==> src/rtl/router_chan_pkg.sv <==
// router_chan_pkg
//   Shared definitions for the router ingress channel: field positions of the
//   packed flit channel {valid, head, tail, vc, data}, the credit return word
//   {credit_valid, credit_vc}, and the packet-framing state encoding.
//   Used by the injector (sender) and the future ejector (receiver).
//   Ports: none (package).
package router_chan_pkg;

  // Number of bits needed to name one of n VCs.
  function automatic int vc_width(input int n);
    return (n > 1) ? $clog2(n) : 1;
  endfunction

  // Packed channel word, MSB to LSB: {valid, head, tail, vc[vw-1:0], data[dw-1:0]}.
  localparam int CH_DATA_LSB = 0;

  function automatic int chan_width(input int vw, input int dw);
    return 3 + vw + dw;
  endfunction

  function automatic int chan_vc_lsb(input int dw);
    return dw;
  endfunction

  function automatic int chan_tail_bit(input int vw, input int dw);
    return dw + vw;
  endfunction

  function automatic int chan_head_bit(input int vw, input int dw);
    return dw + vw + 1;
  endfunction

  function automatic int chan_valid_bit(input int vw, input int dw);
    return dw + vw + 2;
  endfunction

  // Credit return word, MSB to LSB: {credit_valid, credit_vc[vw-1:0]}.
  localparam int FC_VC_LSB = 0;

  function automatic int fc_valid_bit(input int vw);
    return vw;
  endfunction

  function automatic int fc_width(input int vw);
    return 1 + vw;
  endfunction

  // Packet framing state.
  typedef enum logic [0:0] {
    IDLE  = 1'b0,
    INPKT = 1'b1
  } pkt_state_e;

  // Same encodings as plain constants for logic-typed state registers.
  localparam logic [0:0] ST_IDLE  = 1'b0;
  localparam logic [0:0] ST_INPKT = 1'b1;

endpackage

==> src/rtl/router_channel_injector_if.sv <==
// router_channel_injector_if
//   Flit source handshake into the injector.
//   Handshake: a flit (in_head, in_tail, in_vc, in_data) transfers on every
//   rising clk edge where in_valid & in_ready are both high; the source holds
//   the flit fields stable while in_valid is high and in_ready is low, and
//   in_ready may depend on in_vc but never on in_valid.
//   Signals:
//     in_valid  source -> injector  flit valid
//     in_ready  injector -> source  selected VC has a credit
//     in_head   source -> injector  first flit of packet
//     in_tail   source -> injector  last flit of packet
//     in_vc     source -> injector  target VC
//     in_data   source -> injector  payload
//   Modports: master (traffic source), slave (injector).
interface router_channel_injector_if
  import router_chan_pkg::*;
#(
  parameter int num_vcs         = 4,
  parameter int flit_data_width = 64
);
  localparam int VW = vc_width(num_vcs);

  logic                       in_valid;
  logic                       in_ready;
  logic                       in_head;
  logic                       in_tail;
  logic [VW-1:0]              in_vc;
  logic [flit_data_width-1:0] in_data;

  modport master (
    output in_valid, in_head, in_tail, in_vc, in_data,
    input  in_ready
  );

  modport slave (
    input  in_valid, in_head, in_tail, in_vc, in_data,
    output in_ready
  );

endinterface

==> src/rtl/router_channel_injector_credit_ctr.sv <==
// inj_credit_ctr
//   One per-VC credit counter. Resets to cpv (downstream buffer fully free),
//   decrements when a flit is sent on this VC, increments when the router
//   returns a credit for this VC. A simultaneous send and return leaves the
//   count unchanged. The count saturates at cpv and never wraps below zero.
//   Ports:
//     clk, reset  rising-edge clock, synchronous active-high reset
//     inc         credit returned on this VC this cycle
//     dec         flit sent on this VC this cycle (only when not empty)
//     empty       count == 0
//     overflow    inc that would push the count above cpv (combinational)
module inj_credit_ctr #(
  parameter int cpv = 16,
  parameter int cw  = $clog2(cpv + 1)
) (
  input  logic clk,
  input  logic reset,
  input  logic inc,
  input  logic dec,
  output logic empty,
  output logic overflow
);

  localparam logic [cw-1:0] CPV_C = cw'(cpv);
  localparam logic [cw-1:0] ONE_C = cw'(1);

  logic [cw-1:0] count;

  always_ff @(posedge clk) begin
    if (reset) begin
      count <= CPV_C;
    end else if (inc && !dec && (count != CPV_C)) begin
      count <= count + ONE_C;
    end else if (dec && !inc && (count != '0)) begin
      count <= count - ONE_C;
    end
  end

  assign empty    = (count == '0);
  // A return paired with a send is always legal: the pair cancels out.
  assign overflow = inc && !dec && (count == CPV_C);

endmodule

==> src/rtl/router_channel_injector.sv <==
// router_channel_injector
//   Credit-based flit transmitter driving one router input port channel.
//   Accepts flits from a source over a valid/ready handshake, registers each
//   accepted flit onto channel_out one cycle later, and keeps one credit
//   counter per VC so a flit is only sent when the downstream buffer of its
//   VC has room. Credits come back on flow_ctrl_in.
//   Optional feature: define INJ_ERROR_CHECK_EN to enable the sticky error
//   flag (credit overflow, missing head, unexpected head, VC change inside a
//   packet). Without it, error is tied to 0.
//   Ports:
//     clk, reset    rising-edge clock, synchronous active-high reset
//     src           slave side of the flit source handshake
//     channel_out   {valid, head, tail, vc, data} to router channel_in_ip
//     flow_ctrl_in  {credit_valid, credit_vc} from router flow_ctrl_out_ip
//     credit_avail  bit v set while VC v has at least one credit
//     error         sticky protocol/credit error
//     pkt_state     packet framing state (ST_IDLE / ST_INPKT)
module router_channel_injector
  import router_chan_pkg::*;
#(
  parameter int num_vcs         = 4,
  parameter int buffer_size     = 64,
  parameter int flit_data_width = 64,
  localparam int VW  = vc_width(num_vcs),
  localparam int CPV = buffer_size / num_vcs,
  localparam int CW  = $clog2(CPV + 1),
  localparam int CHW = chan_width(VW, flit_data_width),
  localparam int FCW = fc_width(VW)
) (
  input  logic                  clk,
  input  logic                  reset,
  router_channel_injector_if.slave src,
  output logic [CHW-1:0]        channel_out,
  input  logic [FCW-1:0]        flow_ctrl_in,
  output logic [num_vcs-1:0]    credit_avail,
  output logic                  error,
  output logic [0:0]            pkt_state
);

  localparam int CH_VALID = chan_valid_bit(VW, flit_data_width);
  localparam int FC_VALID = fc_valid_bit(VW);

  logic               credit_valid;
  logic [VW-1:0]      credit_vc;
  logic               accept;
  logic [num_vcs-1:0] inc;
  logic [num_vcs-1:0] dec;
  logic [num_vcs-1:0] empty;
  logic [num_vcs-1:0] overflow;
  logic [VW-1:0]      pkt_vc;

  assign credit_valid = flow_ctrl_in[FC_VALID];
  assign credit_vc    = flow_ctrl_in[FC_VC_LSB +: VW];

  // ---------------------------------------------------------------------------
  // Per-VC credit counters
  // ---------------------------------------------------------------------------
  for (genvar v = 0; v < num_vcs; v++) begin : g_vc
    assign inc[v] = credit_valid && (credit_vc == VW'(v));
    assign dec[v] = accept && (src.in_vc == VW'(v));

    inj_credit_ctr #(
      .cpv (CPV),
      .cw  (CW)
    ) u_ctr (
      .clk      (clk),
      .reset    (reset),
      .inc      (inc[v]),
      .dec      (dec[v]),
      .empty    (empty[v]),
      .overflow (overflow[v])
    );

    assign credit_avail[v] = !empty[v];
  end

  // Ready looks only at registered counts, so a credit returned this cycle
  // is first usable next cycle and there is no flow_ctrl_in -> in_ready path.
  assign src.in_ready = credit_avail[src.in_vc];
  assign accept       = src.in_valid && src.in_ready;

  // ---------------------------------------------------------------------------
  // Channel output register. Without an accept only the valid bit drops; the
  // other fields keep their last values to avoid needless toggling.
  // ---------------------------------------------------------------------------
  always_ff @(posedge clk) begin
    if (reset) begin
      channel_out <= '0;
    end else if (accept) begin
      channel_out <= {1'b1, src.in_head, src.in_tail, src.in_vc, src.in_data};
    end else begin
      channel_out[CH_VALID] <= 1'b0;
    end
  end

  // ---------------------------------------------------------------------------
  // Packet framing FSM. Tracks whether a multi-flit packet is open and which
  // VC it was opened on; single-flit packets (head+tail) never leave IDLE.
  // ---------------------------------------------------------------------------
  always_ff @(posedge clk) begin
    if (reset) begin
      pkt_state <= ST_IDLE;
      pkt_vc    <= '0;
    end else if (accept) begin
      case (pkt_state)
        ST_IDLE: begin
          if (src.in_head && !src.in_tail) begin
            pkt_state <= ST_INPKT;
            pkt_vc    <= src.in_vc;
          end
        end
        ST_INPKT: begin
          if (src.in_tail) begin
            pkt_state <= ST_IDLE;
          end
        end
        default: pkt_state <= ST_IDLE;
      endcase
    end
  end

  // ---------------------------------------------------------------------------
  // Sticky error flag. Offending flits are still sent; the flag only reports.
  // ---------------------------------------------------------------------------
`ifdef INJ_ERROR_CHECK_EN
  logic err_q;
  logic err_set;

  always_comb begin
    err_set = |overflow;
    if (accept) begin
      if ((pkt_state == ST_IDLE) && !src.in_head) begin
        err_set = 1'b1;
      end
      if ((pkt_state == ST_INPKT) && src.in_head) begin
        err_set = 1'b1;
      end
      if ((pkt_state == ST_INPKT) && (src.in_vc != pkt_vc)) begin
        err_set = 1'b1;
      end
    end
  end

  always_ff @(posedge clk) begin
    if (reset) begin
      err_q <= 1'b0;
    end else if (err_set) begin
      err_q <= 1'b1;
    end
  end

  assign error = err_q;
`else
  // Overflowing returns are still dropped by the counters; nothing reports them.
  logic unused_chk;
  assign unused_chk = ^{overflow, pkt_vc};
  assign error      = 1'b0;
`endif

endmodule

==> src/flat_wrapper.sv <==
// flat-port wrapper written by rule: the top's interface ports become plain ports
module router_channel_injector_flat import router_chan_pkg::*;
#(
  parameter int num_vcs         = 4,
  parameter int buffer_size     = 64,
  parameter int flit_data_width = 64,
  localparam int VW  = vc_width(num_vcs),
  localparam int CPV = buffer_size / num_vcs,
  localparam int CW  = $clog2(CPV + 1),
  localparam int CHW = chan_width(VW, flit_data_width),
  localparam int FCW = fc_width(VW)
)
  (clk, reset, channel_out, flow_ctrl_in, credit_avail, error, pkt_state, src_in_valid, src_in_head, src_in_tail, src_in_vc, src_in_data, src_in_ready);
  router_channel_injector_if #(.num_vcs(num_vcs), .flit_data_width(flit_data_width)) src_i ();
  input  logic clk;
  input  logic reset;
  output logic [CHW-1:0] channel_out;
  input  logic [FCW-1:0] flow_ctrl_in;
  output logic [num_vcs-1:0] credit_avail;
  output logic error;
  output logic [0:0] pkt_state;
  input wire logic [$bits(src_i.in_valid)-1:0] src_in_valid;
  input wire logic [$bits(src_i.in_head)-1:0] src_in_head;
  input wire logic [$bits(src_i.in_tail)-1:0] src_in_tail;
  input wire logic [$bits(src_i.in_vc)-1:0] src_in_vc;
  input wire logic [$bits(src_i.in_data)-1:0] src_in_data;
  output wire logic [$bits(src_i.in_ready)-1:0] src_in_ready;
  assign src_i.in_valid = src_in_valid;
  assign src_i.in_head = src_in_head;
  assign src_i.in_tail = src_in_tail;
  assign src_i.in_vc = src_in_vc;
  assign src_i.in_data = src_in_data;
  assign src_in_ready = src_i.in_ready;
  router_channel_injector #(.num_vcs(num_vcs), .buffer_size(buffer_size), .flit_data_width(flit_data_width)) u_core (.clk(clk), .reset(reset), .src(src_i), .channel_out(channel_out), .flow_ctrl_in(flow_ctrl_in), .credit_avail(credit_avail), .error(error), .pkt_state(pkt_state));
endmodule
==> config.mk <==
export PLATFORM = sky130hd
export DESIGN_NAME = router_channel_injector_flat
export DESIGN_NICKNAME = d
export VERILOG_FILES = /design/src/rtl/router_chan_pkg.sv /design/src/rtl/router_channel_injector_if.sv /design/src/rtl/router_channel_injector_credit_ctr.sv /design/src/rtl/router_channel_injector.sv /design/src/flat_wrapper.sv
export SDC_FILE = /design/constraint.sdc
export NUM_CORES = 1
export LEC_CHECK = 0
export CAP_MARGIN = 25
export CORE_MARGIN = 4
export CORE_UTILIZATION = 40
export DETAILED_ROUTE_END_ITERATION = 7
export PLACE_DENSITY_LB_ADDON = 0.05
export SLEW_MARGIN = 10
export SYNTH_ARGS = -nofsm -noshare
export SYNTH_HDL_FRONTEND = slang
export SYNTH_SLANG_ARGS = --single-unit
==> constraint.sdc <==
create_clock -name clk -period 3.5 [get_ports clk]
set_clock_uncertainty 0.1 [all_clocks]
set_input_delay 0.7 -clock clk [delete_from_list [all_inputs] [get_ports clk]]
set_output_delay 0.7 -clock clk [all_outputs]
set_load 0.005 [all_outputs]
==> flow_summary.ini <==
[status]
status = finished clean

[floorplanning]
start_util_pct = 40.8
die-area_um2 = 13400
boundaryPins = 150
die_y_um = 116
core-area_um2 = 11400
fp-row-count = 39
die_w_um = 116

[hold_path]
hold_start = u_core.channel_out[24]
whs_endpoint = u_core.channel_out[24]
hold_path_class = flop to flop
hold_depth = 2

[cells_and_area]
final_common_cell = nand2_1
final_area_um2 = 6520
syn2layout_area_growth_pct = 39.9
drive_gt1_share_pct = 6.74
final.fill_count = 1031
final_nets = 757
num_antenna_cells = 0
final_cell_mix = nand2_1 (152), clkdlybuf4s50_1 (148), dfxtp_1 (90)

[critical_path]
startpoint_type = input port
crit_path_max_incr_delay_ps = 650
worstSetupPathType = input port to flop
endpoint_kind = flop
crit_slowest_cell = clkdlybuf4s50_1
critPathMaxFanout = 10
critical_path_required_ps = 3610
r2r-end = u_core.g_vc[3].u_ctr.count[4]
reg2reg_depth = 10
cp-startpoint = src_in_valid
critPathArrivalTime_ps = 3340
critical_path.cell_chain = clkdlybuf4s50_1 > nor3b_1 > nand2b_1 > nand3_1 > inv_1 > fa_1 > nand3b_1 > a211oi_1 > a311o_1 > o211ai_1
r2r_start = u_core.g_vc[3].u_ctr.count[0]
reg2reg_setup_slack_ps = 770

[sta]
min_period_over_period_pct = 92.3
slew_headroom_pct = 62.8
finalSetupTns_ps = 0
period_needed_ps = 3230
rsz0062_at_grt = no
drv_slew = 0
setup_violations = 0
final_hold_viol_count = 0
fmax_ghz = 0.310
tightest_slew_ps = 553

[place]
gp_congestion = 0.738
port_buffers = 148
place_area_um2 = 6240
post-dp-hpwl_um = 8400

[logic_synthesis]
yosys_warnings = 0
syn_area_um2 = 4660
synth.distinct_cells = 49
synth_nets = 620
postSynthCellCount = 528
syn_avg_cell_area_um2 = 8.82
synth-seq-area-share_pct = 38.7
synth_edf_count = 0
synth_seq_cells = 90
synth_top_flop_cell = dfxtp_1
synthArstFlopShare_pct = 0

[pwr]
netSwitchingFraction_pct = 28.1
combPwrFrac_pct = 28.5
power.share.clock_pct = 31.1
seqPwrFrac_pct = 40.3
power.switching_uw = 835
intPower_mw = 2.14
peakVddDrop_v = 0.000270
power.total_mw = 2.98
power.density_cell_area_nw_per_um2 = 457
power_leakage_nw = 2.82

[clock_tree]
clock-sinks = 90
ctsRootBufferMaster = clkbuf_16
cts.htree.levels = 3
cts_buffer_depth = 2
hold_buffers = 0
path_clk_slew_ps = 60
post-cts-setup-buffers = 0
clock_latency_ps = 340
cts_tree = built
cts_resized = 0
cts_buffers = 9

[detailed_routing]
drt-wirelength-per-cell_um = 14.0
routed-via-count = 4057
routed_wl_um = 11400
drtPass1Iterations = 4
viasPerCell = 5.00
drc = 0
drt-initial-drc-count = 212
drtAntennaViolNets = 0

[grt]
grt_max_degree = 67
antenna_found_initial = 0
track_usage_pct = 16.4
grt_pass1_vias = 3769
grt_pass1_wl_um = 17800
overflow = 0

[run]
maxCapViolations = 0
## power groups by stage
| stage | clock network (mW) | registers, mW | logic [mW] |
|---|---|---|---|
| 2_1_floorplan | 0 | 1.22 | 0.520 |
| 3_3_place_gp | 0 | 1.22 | 0.836 |
| 3_5_place_dp | 0 | 1.22 | 0.852 |
| 4_1_cts | 0.961 | 1.20 | 0.858 |
| 5_1_grt | 0.998 | 1.21 | 0.941 |
| 6_report | 0.926 | 1.20 | 0.849 |
## per-layer routing
layer  share of wire [%]  routed length [um]  global-route usage, %  up-vias
li1                    -                   -                      -     2064
met2                  48                5410                   27.3      120
met3                 6.9                 786                   4.07       13
met1                  44                5000                   20.4     1860
met4                 1.5                 173                   6.19        0
met5                   0                   0                      0        -
## flip-flops by register name, summed over array words and instances, names as in the netlist
register                 count
u_core.pkt_state             1
u_core.channel_out          69
u_core.g_vc.u_ctr.count     20
## worst max-delay path, delay by kind of cell
kind            cells  cell delay, ps
buf+inv             2             730
simple gates        4             980
fa+ha+maj           1             400
compound gates      3             540
## how the worst max path moves through the flow
stage | to | cells after the start
after global routing | u_core.g_vc[0].u_ctr.count[4] | 10
after CTS | src_in_ready | 6
final | u_core.g_vc[0].u_ctr.count[4] | 10
after global placement | u_core.g_vc[3].u_ctr.count[4] | 10
after floorplan | u_core.g_vc[3].u_ctr.count[4] | 10
after detailed placement | u_core.g_vc[0].u_ctr.count[4] | 10
## cells by family after synthesis
logic type	Yosys count	synth area share [%]
mux	86	18.8
xor+xnor	6	1.13
fa+ha+maj	18	5.48
flops	90	38.7
compound gates	51	8.11
other cells	1	0.0805
simple gates	226	22.0
buf+inv	50	5.78
## synthesized netlist by cell type, types with 3 or more instances
library cell	instances	area, um2
a211o_1	3	26.3
a21o_1	5	37.5
a21oi_1	10	50.1
a31oi_1	3	18.8
and3b_1	5	43.8
buf_12	3	60.1
buf_4	5	37.5
clkbuf_1	21	78.8
dfxtp_1	90	1800
fa_1	4	80.1
ha_1	14	175
inv_1	17	63.8
mux2_2	11	124
mux2i_1	75	751
nand2_1	152	571
nand2b_1	4	25.0
nand3_1	12	60.1
nand3b_1	4	30.0
nor2_1	27	101
nor2b_1	5	31.3
nor3_1	4	20.0
nor4_4	3	63.8
o211ai_1	3	22.5
o21ai_0	5	25.0
o221ai_1	4	35.0
o22a_1	3	26.3
xnor2_1	6	52.6
## area by class of cell
cell class                 count  area, um2  area share, %
multi-input combinational    388       2590           39.8
tap                          143        179           2.75
sequential                    90       1800           27.7
clock inverter                 3       42.5          0.653
clock buffer                  11        233           3.57
inverter                      18       70.1           1.08
timing repair buffer         158       1590           24.5
## metrics by stage
stage	cells	hold slack, ps	utilization, %	setup WS, ps
after floorplan	528	354	-	694
after CTS	811	363	57.1	298
after global placement	797	344	54.6	163
final	811	358	57.1	271
after global routing	811	375	57.1	187
after detailed placement	797	353	54.6	-39.2
No activity file was read; power rests on OpenSTA's default activity.
